<file path="src/rtl/id_ex_stage_if.sv">
// id_ex_stage_if: IF/ID, decoder, write-back and EX-side signals of id_ex_stage.
// Defining ID_PERF_CNT_EN adds the performance counter outputs.
interface id_ex_stage_if #(
    parameter int XLEN   = 32,
    parameter int CTRL_W = 16
);
    logic              valid_i;
    logic [31:0]       inst_i;
    logic [XLEN-1:0]   pc_i;
    logic [CTRL_W-1:0] ctrl_i;
    logic [XLEN-1:0]   imm_i;
    logic              use_rs1_i;
    logic              use_rs2_i;
    logic              is_load_i;
    logic              reg_we_i;
    logic              hold_i;
    logic              flush_i;
    logic              wb_we_i;
    logic [4:0]        wb_rd_i;
    logic [XLEN-1:0]   wb_data_i;
    logic              stall_o;
    logic              ex_valid_o;
    logic [XLEN-1:0]   ex_pc_o;
    logic [CTRL_W-1:0] ex_ctrl_o;
    logic [XLEN-1:0]   ex_imm_o;
    logic [XLEN-1:0]   ex_rs1_data_o;
    logic [XLEN-1:0]   ex_rs2_data_o;
    logic [4:0]        ex_rs1_o;
    logic [4:0]        ex_rs2_o;
    logic [4:0]        ex_rd_o;
    logic              ex_reg_we_o;
    logic              ex_is_load_o;
    logic              ex_illegal_o;
`ifdef ID_PERF_CNT_EN
    logic [31:0]       perf_stall_cnt_o;
    logic [31:0]       perf_flush_cnt_o;
`endif

    modport slave (
        input  valid_i, inst_i, pc_i, ctrl_i, imm_i,
        input  use_rs1_i, use_rs2_i, is_load_i, reg_we_i,
        input  hold_i, flush_i, wb_we_i, wb_rd_i, wb_data_i,
        output stall_o, ex_valid_o, ex_pc_o, ex_ctrl_o, ex_imm_o,
        output ex_rs1_data_o, ex_rs2_data_o,
        output ex_rs1_o, ex_rs2_o, ex_rd_o,
        output ex_reg_we_o, ex_is_load_o, ex_illegal_o
`ifdef ID_PERF_CNT_EN
        , output perf_stall_cnt_o, perf_flush_cnt_o
`endif
    );

    modport master (
        output valid_i, inst_i, pc_i, ctrl_i, imm_i,
        output use_rs1_i, use_rs2_i, is_load_i, reg_we_i,
        output hold_i, flush_i, wb_we_i, wb_rd_i, wb_data_i,
        input  stall_o, ex_valid_o, ex_pc_o, ex_ctrl_o, ex_imm_o,
        input  ex_rs1_data_o, ex_rs2_data_o,
        input  ex_rs1_o, ex_rs2_o, ex_rd_o,
        input  ex_reg_we_o, ex_is_load_o, ex_illegal_o
`ifdef ID_PERF_CNT_EN
        , input perf_stall_cnt_o, perf_flush_cnt_o
`endif
    );
endinterface

</file>
<file path="src/rtl/id_ex_stage.sv">
// id_ex_stage: register file with write-first bypass, load-use bubble and ID/EX
// register with flush/hold. Define ID_PERF_CNT_EN for stall/flush counters.
module id_ex_stage #(
    parameter int XLEN     = 32,
    parameter int NUM_REGS = 32,
    parameter int CTRL_W   = 16
) (
    input logic          clk_i,
    input logic          reset_n,
    id_ex_stage_if.slave bus
);
    localparam int AW = $clog2(NUM_REGS);

    function automatic logic in_range(input logic [4:0] a);
        return int'(a) < NUM_REGS;
    endfunction

    logic [4:0]      rs1, rs2, rd;
    logic            wb_we;
    logic [4:0]      wb_rd;
    logic [XLEN-1:0] wb_data;
    logic            unused_inst;

    assign rs1         = bus.inst_i[19:15];
    assign rs2         = bus.inst_i[24:20];
    assign rd          = bus.inst_i[11:7];
    assign wb_we       = bus.wb_we_i;
    assign wb_rd       = bus.wb_rd_i;
    assign wb_data     = bus.wb_data_i;
    assign unused_inst = ^{bus.inst_i[31:25], bus.inst_i[14:12], bus.inst_i[6:0]};

    logic [XLEN-1:0] regs [NUM_REGS];
    logic            wr_en;

    assign wr_en = wb_we && (wb_rd != 5'd0) && in_range(wb_rd);

    always_ff @(posedge clk_i or posedge reset_n) begin
        if (reset_n) begin
            for (int i = 0; i < NUM_REGS; i++) regs[i] <= '0;
        end else if (wr_en) begin
            regs[wb_rd[AW-1:0]] <= wb_data;
        end
    end

    logic [XLEN-1:0] rs1_data, rs2_data;

    // write-first: a same-cycle write-back wins over the stored value
    always_comb begin
        rs1_data = '0;
        if (rs1 != 5'd0 && in_range(rs1))
            rs1_data = (wb_we && wb_rd == rs1) ? wb_data : regs[rs1[AW-1:0]];
    end

    always_comb begin
        rs2_data = '0;
        if (rs2 != 5'd0 && in_range(rs2))
            rs2_data = (wb_we && wb_rd == rs2) ? wb_data : regs[rs2[AW-1:0]];
    end

    logic              ex_valid, ex_reg_we, ex_is_load, ex_illegal;
    logic [XLEN-1:0]   ex_pc, ex_imm, ex_rs1_data, ex_rs2_data;
    logic [CTRL_W-1:0] ex_ctrl;
    logic [4:0]        ex_rs1, ex_rs2, ex_rd;
    logic              illegal, hazard, stall;

    assign illegal = bus.valid_i & (
        (bus.use_rs1_i & ~in_range(rs1)) |
        (bus.use_rs2_i & ~in_range(rs2)) |
        (bus.reg_we_i  & ~in_range(rd)));

    assign hazard = bus.valid_i & ex_valid & ex_is_load & (ex_rd != 5'd0) &
        ((bus.use_rs1_i & (rs1 == ex_rd)) | (bus.use_rs2_i & (rs2 == ex_rd)));

    assign stall = hazard & ~bus.hold_i & ~bus.flush_i;

    always_ff @(posedge clk_i or posedge reset_n) begin
        if (reset_n) begin
            ex_valid    <= 1'b0;
            ex_pc       <= '0;
            ex_ctrl     <= '0;
            ex_imm      <= '0;
            ex_rs1_data <= '0;
            ex_rs2_data <= '0;
            ex_rs1      <= '0;
            ex_rs2      <= '0;
            ex_rd       <= '0;
            ex_reg_we   <= 1'b0;
            ex_is_load  <= 1'b0;
            ex_illegal  <= 1'b0;
        end else if (bus.flush_i || (!bus.hold_i && stall)) begin
            ex_valid   <= 1'b0;
            ex_reg_we  <= 1'b0;
            ex_is_load <= 1'b0;
        end else if (!bus.hold_i) begin
            ex_valid    <= bus.valid_i;
            ex_pc       <= bus.pc_i;
            ex_ctrl     <= bus.ctrl_i;
            ex_imm      <= bus.imm_i;
            ex_rs1_data <= rs1_data;
            ex_rs2_data <= rs2_data;
            ex_rs1      <= rs1;
            ex_rs2      <= rs2;
            ex_rd       <= rd;
            ex_reg_we   <= bus.reg_we_i & bus.valid_i & (rd != 5'd0);
            ex_is_load  <= bus.is_load_i;
            ex_illegal  <= illegal;
        end
    end

    assign bus.stall_o       = stall;
    assign bus.ex_valid_o    = ex_valid;
    assign bus.ex_pc_o       = ex_pc;
    assign bus.ex_ctrl_o     = ex_ctrl;
    assign bus.ex_imm_o      = ex_imm;
    assign bus.ex_rs1_data_o = ex_rs1_data;
    assign bus.ex_rs2_data_o = ex_rs2_data;
    assign bus.ex_rs1_o      = ex_rs1;
    assign bus.ex_rs2_o      = ex_rs2;
    assign bus.ex_rd_o       = ex_rd;
    assign bus.ex_reg_we_o   = ex_reg_we;
    assign bus.ex_is_load_o  = ex_is_load;
    assign bus.ex_illegal_o  = ex_illegal;

`ifdef ID_PERF_CNT_EN
    logic [31:0] stall_cnt, flush_cnt;

    // both counters saturate instead of wrapping
    always_ff @(posedge clk_i or posedge reset_n) begin
        if (reset_n) begin
            stall_cnt <= '0;
            flush_cnt <= '0;
        end else begin
            if (stall && stall_cnt != 32'hFFFF_FFFF)
                stall_cnt <= stall_cnt + 32'd1;
            if (bus.flush_i && ex_valid && flush_cnt != 32'hFFFF_FFFF)
                flush_cnt <= flush_cnt + 32'd1;
        end
    end

    assign bus.perf_stall_cnt_o = stall_cnt;
    assign bus.perf_flush_cnt_o = flush_cnt;
`endif
endmodule

</file>
<file path="src/flat_wrapper.sv">
// flat-port wrapper written by rule: the top's interface ports become plain ports
module id_ex_stage_flat 
#(
    parameter int XLEN     = 32,
    parameter int NUM_REGS = 32,
    parameter int CTRL_W   = 16
)
  (clk_i, reset_n, bus_valid_i, bus_inst_i, bus_pc_i, bus_ctrl_i, bus_imm_i, bus_use_rs1_i, bus_use_rs2_i, bus_is_load_i, bus_reg_we_i, bus_hold_i, bus_flush_i, bus_wb_we_i, bus_wb_rd_i, bus_wb_data_i, bus_stall_o, bus_ex_valid_o, bus_ex_pc_o, bus_ex_ctrl_o, bus_ex_imm_o, bus_ex_rs1_data_o, bus_ex_rs2_data_o, bus_ex_rs1_o, bus_ex_rs2_o, bus_ex_rd_o, bus_ex_reg_we_o, bus_ex_is_load_o, bus_ex_illegal_o);
  id_ex_stage_if #(.XLEN(XLEN), .CTRL_W(CTRL_W)) bus_i ();
  input logic clk_i;
  input logic reset_n;
  input wire logic [$bits(bus_i.valid_i)-1:0] bus_valid_i;
  input wire logic [$bits(bus_i.inst_i)-1:0] bus_inst_i;
  input wire logic [$bits(bus_i.pc_i)-1:0] bus_pc_i;
  input wire logic [$bits(bus_i.ctrl_i)-1:0] bus_ctrl_i;
  input wire logic [$bits(bus_i.imm_i)-1:0] bus_imm_i;
  input wire logic [$bits(bus_i.use_rs1_i)-1:0] bus_use_rs1_i;
  input wire logic [$bits(bus_i.use_rs2_i)-1:0] bus_use_rs2_i;
  input wire logic [$bits(bus_i.is_load_i)-1:0] bus_is_load_i;
  input wire logic [$bits(bus_i.reg_we_i)-1:0] bus_reg_we_i;
  input wire logic [$bits(bus_i.hold_i)-1:0] bus_hold_i;
  input wire logic [$bits(bus_i.flush_i)-1:0] bus_flush_i;
  input wire logic [$bits(bus_i.wb_we_i)-1:0] bus_wb_we_i;
  input wire logic [$bits(bus_i.wb_rd_i)-1:0] bus_wb_rd_i;
  input wire logic [$bits(bus_i.wb_data_i)-1:0] bus_wb_data_i;
  output wire logic [$bits(bus_i.stall_o)-1:0] bus_stall_o;
  output wire logic [$bits(bus_i.ex_valid_o)-1:0] bus_ex_valid_o;
  output wire logic [$bits(bus_i.ex_pc_o)-1:0] bus_ex_pc_o;
  output wire logic [$bits(bus_i.ex_ctrl_o)-1:0] bus_ex_ctrl_o;
  output wire logic [$bits(bus_i.ex_imm_o)-1:0] bus_ex_imm_o;
  output wire logic [$bits(bus_i.ex_rs1_data_o)-1:0] bus_ex_rs1_data_o;
  output wire logic [$bits(bus_i.ex_rs2_data_o)-1:0] bus_ex_rs2_data_o;
  output wire logic [$bits(bus_i.ex_rs1_o)-1:0] bus_ex_rs1_o;
  output wire logic [$bits(bus_i.ex_rs2_o)-1:0] bus_ex_rs2_o;
  output wire logic [$bits(bus_i.ex_rd_o)-1:0] bus_ex_rd_o;
  output wire logic [$bits(bus_i.ex_reg_we_o)-1:0] bus_ex_reg_we_o;
  output wire logic [$bits(bus_i.ex_is_load_o)-1:0] bus_ex_is_load_o;
  output wire logic [$bits(bus_i.ex_illegal_o)-1:0] bus_ex_illegal_o;
  assign bus_i.valid_i = bus_valid_i;
  assign bus_i.inst_i = bus_inst_i;
  assign bus_i.pc_i = bus_pc_i;
  assign bus_i.ctrl_i = bus_ctrl_i;
  assign bus_i.imm_i = bus_imm_i;
  assign bus_i.use_rs1_i = bus_use_rs1_i;
  assign bus_i.use_rs2_i = bus_use_rs2_i;
  assign bus_i.is_load_i = bus_is_load_i;
  assign bus_i.reg_we_i = bus_reg_we_i;
  assign bus_i.hold_i = bus_hold_i;
  assign bus_i.flush_i = bus_flush_i;
  assign bus_i.wb_we_i = bus_wb_we_i;
  assign bus_i.wb_rd_i = bus_wb_rd_i;
  assign bus_i.wb_data_i = bus_wb_data_i;
  assign bus_stall_o = bus_i.stall_o;
  assign bus_ex_valid_o = bus_i.ex_valid_o;
  assign bus_ex_pc_o = bus_i.ex_pc_o;
  assign bus_ex_ctrl_o = bus_i.ex_ctrl_o;
  assign bus_ex_imm_o = bus_i.ex_imm_o;
  assign bus_ex_rs1_data_o = bus_i.ex_rs1_data_o;
  assign bus_ex_rs2_data_o = bus_i.ex_rs2_data_o;
  assign bus_ex_rs1_o = bus_i.ex_rs1_o;
  assign bus_ex_rs2_o = bus_i.ex_rs2_o;
  assign bus_ex_rd_o = bus_i.ex_rd_o;
  assign bus_ex_reg_we_o = bus_i.ex_reg_we_o;
  assign bus_ex_is_load_o = bus_i.ex_is_load_o;
  assign bus_ex_illegal_o = bus_i.ex_illegal_o;
  id_ex_stage #(.XLEN(XLEN), .NUM_REGS(NUM_REGS), .CTRL_W(CTRL_W)) u_core (.clk_i(clk_i), .reset_n(reset_n), .bus(bus_i));
endmodule
</file>
<file path="config.mk">
export PLATFORM = sky130hd
export DESIGN_NAME = id_ex_stage_flat
export DESIGN_NICKNAME = d
export VERILOG_FILES = /design/src/rtl/id_ex_stage_if.sv /design/src/rtl/id_ex_stage.sv /design/src/flat_wrapper.sv
export SDC_FILE = /design/constraint.sdc
export NUM_CORES = 2
export LEC_CHECK = 0
export ABC_AREA = 1
export CORE_MARGIN = 2
export CORE_UTILIZATION = 55
export DETAILED_ROUTE_END_ITERATION = 10
export PLACE_DENSITY = 0.74
export SLEW_MARGIN = 20
export SYNTH_ARGS = -nofsm -noshare
export SYNTH_HDL_FRONTEND = slang
export SYNTH_SLANG_ARGS = --single-unit
</file>
<file path="constraint.sdc">
create_clock -name clk_i -period 47.5 [get_ports clk_i]
set_clock_uncertainty 0.05 [all_clocks]
set_input_delay 7.125 -clock clk_i [delete_from_list [all_inputs] [get_ports clk_i]]
set_output_delay 7.125 -clock clk_i [all_outputs]
set_load 0.01 [all_outputs]
</file>
# After elaboration in Yosys (flattened, before gate mapping)
# Cells that the tools add are included.
[word_totals]
out_inout_bits = 164
input_bits = 159
elab_cells = 101
reg_bits = 1186
[classes]
n_eq_ne = 5
n_mux = 19
order_cmp = 4
reduce_logical = 13
n_bitwise = 17
[ops]
columns = ["op", "count"]
rows = [
  ["1024-bit bitwise mux", 1],
  ["32-bit binary-select mux with 5-bit select", 2],
  ["32-bit 2-to-1 mux", 9],
  ["32-bit demux with 5-bit select", 1],
  ["5-bit nonzero test", 5],
  ["5-bit == test", 4],
  ["6-bit >= comparator, second input constant", 3],
  ["5-bit inverter with 6-bit output", 3],
  ["1-bit bitwise AND", 10],
  ["6-bit by 1-bit less-than comparator with 1-bit output, second input constant", 1],
  ["1-bit 2-to-1 mux", 6],
  ["1-bit logical AND", 5],
  ["1-bit inverter", 3],
  ["2-bit by 1-bit inequality test with 1-bit output, second input constant", 1],
  ["2-bit AND reduction", 1],
  ["1-bit zero test", 1],
  ["1-bit logical OR", 1],
  ["1-bit bitwise OR", 1],
]

# Depth between registers and ports, before layout
[logic_depth]
word_depth = 10
depth_mapped = 14
ltp_nobuf = 11

# Worst setup path before layout
# OpenSTA, ideal clock, no wires.
[synth_path]
kind = "in2out"
from = "input bus_inst_i[19]"
to = "output bus_stall_o"
slack_ns = 31.943
arrival_time_ns = 8.382
n_path_buf = 3
cell_stages = 11
path_cell_list = "buf_2 -> clkinv_1 -> nand2_1 -> nand2_1 -> nor2_1 -> nand3_1 -> nand2_1 -> nand2_1 -> clkbuf_1 -> clkbuf_1 -> inv_1"
[synth_between]
elab_chain_len = 6
[synth_lines]
columns = ["element", "line", "source"]
rows = [
  ["start, declared", "flat_wrapper.sv:13", "input wire logic [$bits(bus_i.inst_i)-1:0] bus_inst_i;"],
  ["5-bit == test", "id_ex_stage.sv:72", "((bus.use_rs1_i & (rs1 == ex_rd)) | (bus.use_rs2_i & (rs2 == ex_rd)));"],
  ["1-bit bitwise AND", "id_ex_stage.sv:72", ""],
  ["1-bit bitwise OR", "id_ex_stage.sv:72", ""],
  ["1-bit bitwise AND", "id_ex_stage.sv:71", "assign hazard = bus.valid_i & ex_valid & ex_is_load & (ex_rd != 5'd0) &"],
  ["1-bit bitwise AND (2 in series)", "id_ex_stage.sv:74", "assign stall = hazard & ~bus.hold_i & ~bus.flush_i;"],
  ["end, declared", "flat_wrapper.sv:26", "output wire logic [$bits(bus_i.stall_o)-1:0] bus_stall_o;"],
]
# Every way passes these cells.

# Worst setup path in the final report
[layout_path]
from = "input bus_inst_i[17]"
to = "output bus_stall_o"
# The elaborated chain is that of the path after synthesis.

==> results by group <==
Outcome
  – Status: complete, no violations

Finish
  – Register Area: 29700 sq um
  – Filler instances: 9879
  – Commonest non-fill, non-tap cell in the layout: nand2_1
  – Multi-input gate area: 28900 sq um
  – Finished Cell Area: 70100 sq um
  – Post-route core utilization: 62.2%
  – Nets: 8691
  – Most frequent cells in the layout: 3133 x nand2_1, 1186 x dfrtp_1, 1173 x o21ai_0, 888 x nand3_1, 564 x a21oi_1
  – Area delta synth->final: 11.7%
  – Layout cell share with drive strength beyond 1: 4.45%

Logic synthesis
  – Netlist Area Pre-Place: 62800 sq um
  – Cell count after synthesis: 8772
  – Synth Area in XOR/XNOR: 0%
  – Register area share after synthesis: 47.3%
  – Largest family of logic cells by synthesized area: simple AND/OR/NAND/NOR gates
  – Simple-gate portion of the synthesized area: 27.9%
  – Mux cell area share after synthesis: 0%
  – Yosys cell types: 24
  – Synth Register Bits: 1186
  – Post-Synth Adder-Cell Area: 0%
  – Synth warn: 0
  – Syn_area_per_cell: 7.16 sq um
  – Syn Nets: 8931
  – Compound-Gate Fraction of Synth Area: 17.8%

Placement
  – Placed instance area: 65800 sq um
  – DP HPWL: 127 mm
  – Port Buf Inserts: 304
  – Final GP Congestion: 0.883

STA
  – Final Max Tran Viols: 0
  – Worst-margin pin slew: 1220 ps
  – Period utilization: 36.1%
  – Fin crit period: 17160 ps
  – Final Hold Viols: 0
  – Slew HR: 18.7%
  – Setup-failing EPs final: 0
  – Setup tns final: 0 ps
  – Unrepaired setup endpoints after global routing: false
  – Fmax achieved: 58.3 MHz

Die
  – Boundary Pins: 323
  – Die Y-Extent: 342 microns
  – Starting density of the core: 55.7%
  – Die area: 117000 sq um
  – Site Rows: 123
  – Die width: 342 microns
  – Core area: 113000 sq um

Critical path
  – Kind of start point of the critical path: input pin
  – R2R setup slack: 43420 ps
  – Worst path top cell family by delay: buffers and inverters
  – CP arrival: 9980 ps
  – Crit-path most repeated cell: nand2_1
  – CP endpoint kind: primary output
  – Crit-path max FO: 73
  – Critical Path Max Stage Delay: 710 ps
  – Worst path slowest cell: clkinv_2
  – R2r worst-path depth: 11
  – Critical-path cell list: buf_6, clkinv_2, nand2_1, nand2_1, nor2_1, nand3_1, nand2_1, nand2_2, inv_1, clkdlybuf4s50_1
  – Reg2reg start: u_core.bus.ex_rd_o[1]$_DFFE_PP0P_
  – WS Path Type: input pin to primary output
  – Reg2reg end: u_core.bus.ex_rs1_o[3]$_DFFE_PP0P_
  – CP Buf/Inv Count: 4
  – Worst EP required: 40330 ps

GRT
  – Global-route wire length before repair: 351 mm
  – Largest net degree at the start of global routing: 210
  – Met2 usage: 57.4%
  – Initial antenna violation count: 7
  – Total grt overflow: 0
  – Met1 Track Usage GR: 51.8%
  – GRT Total Usage: 39.2%
  – Number of global-route vias before repair: 57.7k
  – Met3 usage: 13.7%
  – Grt peak-use layer: met2

Pwr
  – Power, Total: 2910 uW
  – Static leakage: 0.0325 uW
  – Max VDD drop: 0.0000329 V
  – Pwr dens: 41.5 nW/um^2

Drt
  – Total wire length: 234 mm
  – Wirelength per Cell: 23.1 microns
  – Vias per cell: 6.22
  – DRT antenna net count: 0
  – Pre-Repair DR Iteration Count: 7
  – # DRC: 0
  – Initial DRC Count: 9481
  – Total number of vias: 63.0k

Hold path
  – Hold path depth: 0
  – Worst Hold Launch: u_core.regs[992]$_DFFE_PP0P_
  – Hold path endpoint: u_core.regs[992]$_DFFE_PP0P_
  – Hold WC Path Type: register to register

CTS
  – Post-CTS sizing: 0
  – Post-CTS Setup Inserts: 0
  – Clk pin slew, worst setup/hold paths: 60 ps
  – Clk Latency, worst-skew pair: 770 ps
  – Max H-tree Level: 4
  – TritonCTS clock tree: built
  – Hold_buf cts: 0
  – Maximum root-to-sink buffer count: 3
  – CTS Buf Count: 132
  – Clock Sinks: 1186
  – Root buf cell: clkbuf_16

Flow run
  – Max Cap Violations: 0
## power by group
group / internal (uW) / switching [uW]
clock: 612 / 420
combinational: 205 / 359
sequential: 1190 / 119
## layer usage
metal,vias up,wire (microns)
met2,4396,98000
met5,-,49
met4,6,12200
met3,837,35800
met1,29432,87600
li1,28314,-
## cell usage after synthesis
master | n | area, sq um
o211ai_1 | 307 | 2300
nand3_1 | 892 | 4460
nor4_4 | 1 | 21.3
clkbuf_1 | 644 | 2420
conb_1 | 1 | 3.75
nor2_2 | 2 | 12.5
a21oi_1 | 564 | 2820
o21ai_0 | 1173 | 5870
inv_1 | 338 | 1270
nand2_1 | 3163 | 11900
nand4_1 | 3 | 18.8
nand2_2 | 1 | 6.26
inv_2 | 5 | 18.8
o21ai_1 | 30 | 150
buf_2 | 73 | 365
nor3b_1 | 3 | 22.5
nor2_1 | 283 | 1060
nor3_1 | 10 | 50.1
dfrtp_1 | 1186 | 29700
buf_1 | 78 | 293
clkinv_1 | 7 | 26.3
buf_4 | 1 | 7.51
nor3_2 | 2 | 20.0
o22ai_1 | 5 | 31.3
## per-stage QoR
stage	std cells	hold WS, ps	setup slack (ps)
after floorplan	8772	379	6920
after global placement	9897	317	30530
after detailed placement	9897	321	30520
after CTS	10130	337	30510
after global routing	10131	350	30330
final	10134	345	30340
## how the worst max path moves through the flow
stage | from | to | slack (ps) | depth (start not counted)
floorplan | reset_n | u_core.bus.ex_ctrl_o[0]$_DFFE_PP0P_ | 6920 | 1
global placement | bus_inst_i[17] | bus_stall_o | 30530 | 10
detailed placement | bus_inst_i[17] | bus_stall_o | 30520 | 10
CTS | bus_inst_i[17] | bus_stall_o | 30510 | 10
global route | bus_inst_i[17] | bus_stall_o | 30330 | 10
finish | bus_inst_i[17] | bus_stall_o | 30340 | 10
## layout make-up
class / instances / share of cell area [%]
tap: 1500 / 2.68
clock buffer: 210 / 5.86
inverter: 350 / 1.91
multi-input combinational: 6440 / 41.2
clock inverter: 23 / 0.321
antenna: 3 / 0.0107
timing repair buffer: 422 / 5.72
sequential: 1186 / 42.3
## cell families (layout without fill, tap and decap cells)
family	count (synthesis)	count (layout)
simple gates	4360	4360
compound gates	2079	2079
flops	1186	1186
buf+inv	1146	1005
other cells	1	4
## flip-flops by register name, indices dropped and copies added (netlist names)
register,cells
u_core.bus.ex_reg_we_o,1
u_core.bus.ex_rs1_o,5
u_core.bus.ex_rs2_data_o,32
u_core.bus.ex_rs2_o,5
u_core.bus.ex_rs1_data_o,32
u_core.bus.ex_is_load_o,1
u_core.bus.ex_valid_o,1
u_core.bus.ex_imm_o,32
u_core.bus.ex_rd_o,5
u_core.bus.ex_ctrl_o,16
u_core.regs,1024
u_core.bus.ex_pc_o,32
(Power assumes the default switching activity.)
